[config.mk]
export PLATFORM = sky130hd
export DESIGN_NAME = imm_gen_pipe
export DESIGN_NICKNAME = d
export VERILOG_FILES = /design/src/rtl/imm_gen_pipe.sv
export SDC_FILE = /design/constraint.sdc
export NUM_CORES = 1
export LEC_CHECK = 0
export ABC_AREA = 1
export ABC_CLOCK_PERIOD_IN_PS = 2600
export CORE_MARGIN = 4
export CORE_UTILIZATION = 35
export DETAILED_ROUTE_END_ITERATION = 10
export PLACE_DENSITY = 0.7
export SLEW_MARGIN = 20
export SYNTH_ARGS = -nofsm -noshare
export SYNTH_HDL_FRONTEND = slang
export SYNTH_SLANG_ARGS = --single-unit
[constraint.sdc]
create_clock -name clk -period 2.6 [get_ports clk]
set_input_delay 0.26 -clock clk [delete_from_list [all_inputs] [get_ports clk]]
set_output_delay 0.26 -clock clk [all_outputs]
set_load 0.01 [all_outputs]
[src/rtl/imm_gen_pipe.sv]
// imm_gen_pipe: registered RISC-V immediate generator behind a valid/ready
// handshake. The immediate is decoded combinationally from the incoming
// instruction. It is then captured into a main output register (m). A second
// skid register (k) holds one more entry while the consumer stalls.
module imm_gen_pipe #(
  parameter int XLEN        = 32,
  parameter int TAG_W       = 8,
  parameter int AUTO_DECODE = 0
) (
  input  logic             clk,
  input  logic             rst,
  input  logic             in_valid,
  output logic             in_ready,
  input  logic [31:0]      in_instr,
  input  logic [2:0]       in_imm_src,
  input  logic [TAG_W-1:0] in_tag,
  output logic             out_valid,
  input  logic             out_ready,
  output logic [XLEN-1:0]  out_imm,
  output logic [TAG_W-1:0] out_tag,
  output logic             out_illegal
);

  typedef enum logic [2:0] {
    SRC_I     = 3'd0,
    SRC_S     = 3'd1,
    SRC_B     = 3'd2,
    SRC_U     = 3'd3,
    SRC_J     = 3'd4,
    SRC_SHAMT = 3'd5,
    SRC_RSV6  = 3'd6,
    SRC_RSV7  = 3'd7
  } imm_src_e;

  typedef struct packed {
    logic             valid;
    logic [XLEN-1:0]  imm;
    logic [TAG_W-1:0] tag;
    logic             illegal;
  } entry_t;

  imm_src_e        src;
  logic            zero_legal;
  logic [31:0]     imm32;
  logic [XLEN-1:0] imm_ext;
  logic            illegal;
  logic            accept;
  entry_t          new_entry;
  entry_t          m;
  entry_t          k;

  wire       s      = in_instr[31];
  wire [6:0] opcode = in_instr[6:0];
  wire [2:0] funct3 = in_instr[14:12];

  // Pick the immediate format: explicit select, or decoded from the opcode.
  always_comb begin
    // NOTE: every always_comb output gets a default first so no path leaves it unassigned (no latch).
    src        = imm_src_e'(in_imm_src);
    zero_legal = 1'b0;
    if (AUTO_DECODE != 0) begin
      case (opcode)
        7'b0010011: src = (funct3 == 3'b001 || funct3 == 3'b101) ? SRC_SHAMT : SRC_I;
        7'b0000011, 7'b1100111, 7'b1110011: src = SRC_I;
        7'b0100011: src = SRC_S;
        7'b1100011: src = SRC_B;
        7'b0110111, 7'b0010111: src = SRC_U;
        7'b1101111: src = SRC_J;
        7'b0110011: begin
          src        = SRC_I;
          zero_legal = 1'b1;  // R-type: no immediate, but a legal instruction
        end
        default:    src = SRC_RSV7;
      endcase
    end
  end

  // Build the 32-bit immediate for the selected format; reserved gives 0 + illegal.
  always_comb begin
    imm32   = '0;
    illegal = 1'b0;
    case (src)
      SRC_I:     imm32 = {{20{s}}, in_instr[31:20]};
      SRC_S:     imm32 = {{20{s}}, in_instr[31:25], in_instr[11:7]};
      SRC_B:     imm32 = {{19{s}}, in_instr[31], in_instr[7], in_instr[30:25],
                          in_instr[11:8], 1'b0};
      SRC_U:     imm32 = {in_instr[31:12], 12'b0};
      SRC_J:     imm32 = {{11{s}}, in_instr[31], in_instr[19:12], in_instr[20],
                          in_instr[30:21], 1'b0};
      SRC_SHAMT: imm32 = (XLEN == 64) ? {26'b0, in_instr[25:20]}
                                      : {27'b0, in_instr[24:20]};
      default:   illegal = 1'b1;
    endcase
    if (zero_legal) imm32 = '0;
  end

  // Sign-extend to XLEN; shift amounts have bit 31 clear, so they zero-extend.
  if (XLEN == 32) begin : g_x32
    assign imm_ext = imm32;
  end else begin : g_xwide
    assign imm_ext = {{(XLEN-32){imm32[31]}}, imm32};
  end

  assign new_entry = '{valid: 1'b1, imm: imm_ext, tag: in_tag, illegal: illegal};

  // Ready depends only on the skid slot, never on out_ready.
  assign in_ready = !k.valid && !rst;
  assign accept   = in_valid && in_ready;

  // Main/skid register update: strict FIFO, at most one entry in flight in k.
  always_ff @(posedge clk or posedge rst) begin
    if (rst) begin
      m <= '0;
      k <= '0;
    end else if (k.valid) begin
      if (out_ready) begin
        // NOTE: non-blocking so m takes the old k and k.valid clears in the same edge.
        m       <= k;
        k.valid <= 1'b0;
      end
    end else if (accept) begin
      if (!m.valid || out_ready) m <= new_entry;
      else                       k <= new_entry;
    end else if (m.valid && out_ready) begin
      m.valid <= 1'b0;
    end
  end

  assign out_valid   = m.valid;
  assign out_imm     = m.imm;
  assign out_tag     = m.tag;
  assign out_illegal = m.illegal;

endmodule

Word level (Yosys, flattened, before mapping)
Cells that the tools add are included.
{"block": "totals", "regBits": 84, "out_inout_bits": 43, "in_bits": 47}
{"block": "classes", "bitwise": 2, "n_eq_ne": 7, "muxes": 12, "reduce_logical": 15}
{"operator": "2-to-1 mux 42 bit", "count": 5}
{"operator": "case mux 32 bit (6 select lines)", "count": 1}
{"operator": "2-to-1 mux 41 bit", "count": 1}
{"operator": "AND reduction 3 bit", "count": 3}
{"operator": "== test 3 x 2 -> 1 bit, second input constant", "count": 2}
{"operator": "== test 3 bit, second input constant", "count": 2}
{"operator": "OR reduction 6 bit", "count": 1}
{"operator": "2-to-1 mux 1 bit", "count": 5}
{"operator": "nonzero test 2 bit", "count": 2}
{"operator": "== test 3 x 1 -> 1 bit, second input constant", "count": 1}
{"operator": "logical AND 1 bit", "count": 3}
{"operator": "logical NOT 1 bit", "count": 3}
{"operator": "logical NOT 3 bit", "count": 1}
{"operator": "!= test 3 x 1 -> 1 bit, second input constant", "count": 1}
{"operator": "nonzero test 3 bit", "count": 1}
{"operator": "!= test 2 bit, second input constant", "count": 1}
{"operator": "inverter 1 bit", "count": 2}
{"operator": "logical OR 1 bit", "count": 1}

Logic depth before layout (Yosys ltp)
{"block": "depth", "word_depth": 6, "depth_mapped": 9, "ltp_nobuf": 8}

Least setup slack after synthesis
Ideal clock, no wire load.
{"block": "synth_path", "path_kind": "input -> register", "start": "in rst", "end": "reg m, in the netlist out_tag[0]", "cell_stages": 8, "arrival_ns": 2.935, "path_slack_ns": -0.451, "path_cell_list": "inv_1 -> a21oi_1 -> nor2_1 -> nand2_2 -> buf_6 -> buf_6 -> nand2_1 -> nand2_1"}
{"block": "synth_between", "elab_chain_len": 5}
{"item": "start, declared", "line": "11", "rtl": "input logic rst,"}
{"item": "logical NOT 1 bit (no line)"}
{"item": "logical AND 1 bit", "line": "107", "rtl": "assign in_ready = !k.valid && !rst;"}
{"item": "logical AND 1 bit", "line": "108", "rtl": "assign accept = in_valid && in_ready;"}
{"item": "nonzero test 2 bit (no line)"}
{"item": "AND reduction 3 bit (no line)"}
{"item": "end signal, assigned", "line": "118", "rtl": "m <= k;"}
{"item": "end signal, assigned", "line": "122", "rtl": "if (!m.valid || out_ready) m <= new_entry;"}
{"item": "end, declared", "line": "49", "rtl": "entry_t m;"}
No other way between the ends.
A chain may end at the register's enable or synchronous reset.

Final worst setup path
{"block": "layout_path", "start": "reg k[41] (netlist name)", "end": "reg m, in the netlist out_imm[17]"}
{"block": "layout_between", "elab_chain_len": 5, "elab_cells_between_ends": 8, "classes_between": "eq/ne: 1; mux: 1; reduce/logical: 6"}
{"item": "start, declared", "line": "50", "rtl": "entry_t k;"}
{"item": "start signal, assigned", "line": "123", "rtl": "else k <= new_entry;"}
{"item": "logical NOT 1 bit", "line": "107"}
{"item": "logical AND 1 bit", "line": "107"}
{"item": "logical AND 1 bit", "line": "108"}
{"item": "nonzero test 2 bit (no line)"}
{"item": "AND reduction 3 bit (no line)"}
Parallel ways exist; a longest one is shown, timed or not.

==> impl_metrics.yaml <==
worst_hold_path:
  hold_class: "reg -> reg"
  hold_depth: 2
timing:
  rsz0062_at_grt: "false"
  slew_headroom: 0.277
  setup_violations: 0
  tns_ns: 0
  min_period_ns: 1.88
  period_share: 0.722
  timing.fmax_ghz: 0.532
  final.setup.worst_slack_ns: 0.722
  hold_violations: 0
  fin_worst_skew_ns: 0.00649
  worst_pin_slew_ns: 1.08
  slew_violations: 0
yosys:
  synth_cell_types: 22
  synth_xor_area_frac: 0
  synth_top_family_by_area: "simple AND/OR/NAND/NOR gates"
  synth_fa_ha_area_frac: 0
  yosys_most_used_dff: "dfrtp_1"
  yosysMostFrequentCell: "nand2_1"
  netlist_top_cells_area: "dfrtp_1 (53%), nand2_1 (19%), nor2_1 (8.0%)"
  async_reset_ff_frac: 1.00
  synth_edf_count: 0
  ys_warn_count: 0
  ys_ff_latch: 84
  ys_top_cells_by_count: "nand2_1 (197), dfrtp_1 (84), nor2_1 (84)"
  synth_compound_area_frac: 0.0771
  muxShareOfSynthArea: 0
  syn_inst: 515
  syn_nets: 562
  ys_seq_area_frac: 0.531
  avgSynthCellArea_sq_um: 7.69
  synth-simple-area-share: 0.333
  synth_area_sq_mm: 0.00396
  synth_top_area_frac: 0.531
  yosys.area.top_type: "dfrtp_1"
flow_run:
  maxCapViolations: 0
finish:
  drive_gt1_frac: 0.0643
  synthToLayoutAreaGrowth_pct: 29.9
  finish.net_count: 634
  diodes: 0
clocking:
  numCtsBuffers: 9
  clock_latency_ns: 0.33
  cts_resized: 0
  cts_setup_buffers: 0
  cts.sinks: 84
  clock_path_buffers: 2
  cts_tree: "yes"
  hold_buffers: 0
  cts-root-buf: "clkbuf_16"
  cts_max_level: 3
  clkTransAtPathRegs_ns: 0.06
status:
  status: "finished clean"
die:
  die_h_um: 114
  die_w_um: 114
  io_pins: 90
  core-area_sq_mm: 0.0109
  start_util: 0.362
  rows: 38
  dieArea_sq_mm: 0.0131
critical_path:
  crit_path_max_incr_delay_ns: 0.84
  path_class: "reg -> reg"
  rr_worst_depth: 4
  cp_max_fo: 15
  start_kind: "flip-flop"
  end_kind: "flip-flop"
  worst_ep_required_time_ns: 2.87
  critPathArrivalTime_ns: 2.14
  cp_slowest_cell: "nor3_2"
  cp_num_cells: 4
  critPathTopFamily: "simple AND/OR/NAND/NOR gates"
  cp_num_buf_inv: 0
  path_cells: "a21oi_1 > nor3_2 > nand3_1 > nand2_1"
grt:
  grt_pass1_wl_mm: 16.2
  overflow: 0
  grt_pass1_vias: 3366
  antenna_found_initial: 0
  grt_usage: 0.154
  grt_max_degree: 85
route:
  ant_nets: 0
  wl_mm: 9.71
  vias: 3509
  drt-initial-drc-count: 230
  post_drt_wl_per_cell_um: 13.3
  drc_errors: 0
  viasPerCell: 4.80
  dr.pass1.iters: 4
power_and_ir_drop:
  power_density_mw_per_mm2: 837
  ir_drop_mv: 0.389
  p_leak_nw: 2.55
placement:
  post-dp-hpwl_mm: 6.70
  io_buffer_count: 82
  gp_congestion: 0.852
  dp_slack_ns: 0.541
==> state kept, by name, indices dropped and copies added (netlist names) <==
name	cells
k	42
out_imm	32
out_illegal	1
out_valid	1
out_tag	8
==> worst reg2reg max path, cell delays in order (launching register included) <==
cell	delay [ns]
dfrtp_1	0.61
a21oi_1	0.13
nor3_2	0.84
nand3_1	0.15
nand2_1	0.10
==> logic make-up after synthesis <==
group / Yosys count
buffers and inverters: 48
and+or+nand+nor: 328
DFF: 84
AOI/OAI and AO/OA: 55
==> final cells by class <==
| cell class | instances | area (sq um) |
|---|---|---|
| clock buffer | 11 | 243 |
| fill | 1094 | 5790 |
| timing repair buffer | 90 | 897 |
| inverter | 19 | 75.1 |
| sequential | 84 | 2100 |
| tap | 140 | 175 |
| multi-input combinational | 383 | 1630 |
| clock inverter | 4 | 26.3 |
==> routing by layer <==
| metal | global-route usage | wire (um) |
|---|---|---|
| met1 | 0.196 | 4180 |
| met2 | 0.254 | 4710 |
| met3 | 0.0370 | 609 |
| met4 | 0.0602 | 206 |
| met5 | 0 | 0 |
==> path summary, 6_finish.rpt <==
kind | startpoint | endpoint | slack, ns
worst max-delay path | k[41] | out_imm[17] | 0.72
worst min-delay path | out_imm[11] | out_imm[11] | 0.48
worst max register to register | k[41] | out_imm[17] | 0.72
worst min register to register | out_imm[11] | out_imm[11] | 0.48
max in group asynchronous | rst | out_imm[16] | 1.51
min in group asynchronous | rst | out_tag[6] | 0.56
==> where the power goes <==
part           leakage (nW)  internal (W)  switching (W)
logic                  1.38      0.000617       0.000598
clock network         0.131      0.000666       0.000498
registers              1.04       0.00171       0.000213
total                  2.55       0.00300        0.00131
==> cell usage in the layout, fill, tap and decap left out, drive strengths merged <==
master and count:
nand2 198, clkinv 3, buf 8, dfrtp 84, nor2 89, nand3 34
o21ai 29, clkinvlp 2, nor3 1, clkbuf 11, or2 4, a31oi 24
clkdlybuf4s50 82, inv 18, nand4 2, a21oi 2
==> stage by stage <==
stage               hold slack, ns  utilization  cells  total power, W  instance area [sq um]
floorplan                    0.356            -    515         0.00258                   3960
detailed placement           0.464        0.445    716         0.00318                   4870
finish                       0.477        0.470    731         0.00431                   5140
global placement             0.460        0.445    716         0.00313                   4870
CTS                          0.482        0.470    731         0.00436                   5140
global route                 0.502        0.470    731         0.00459                   5140
No activity file was read; power rests on OpenSTA's default activity.
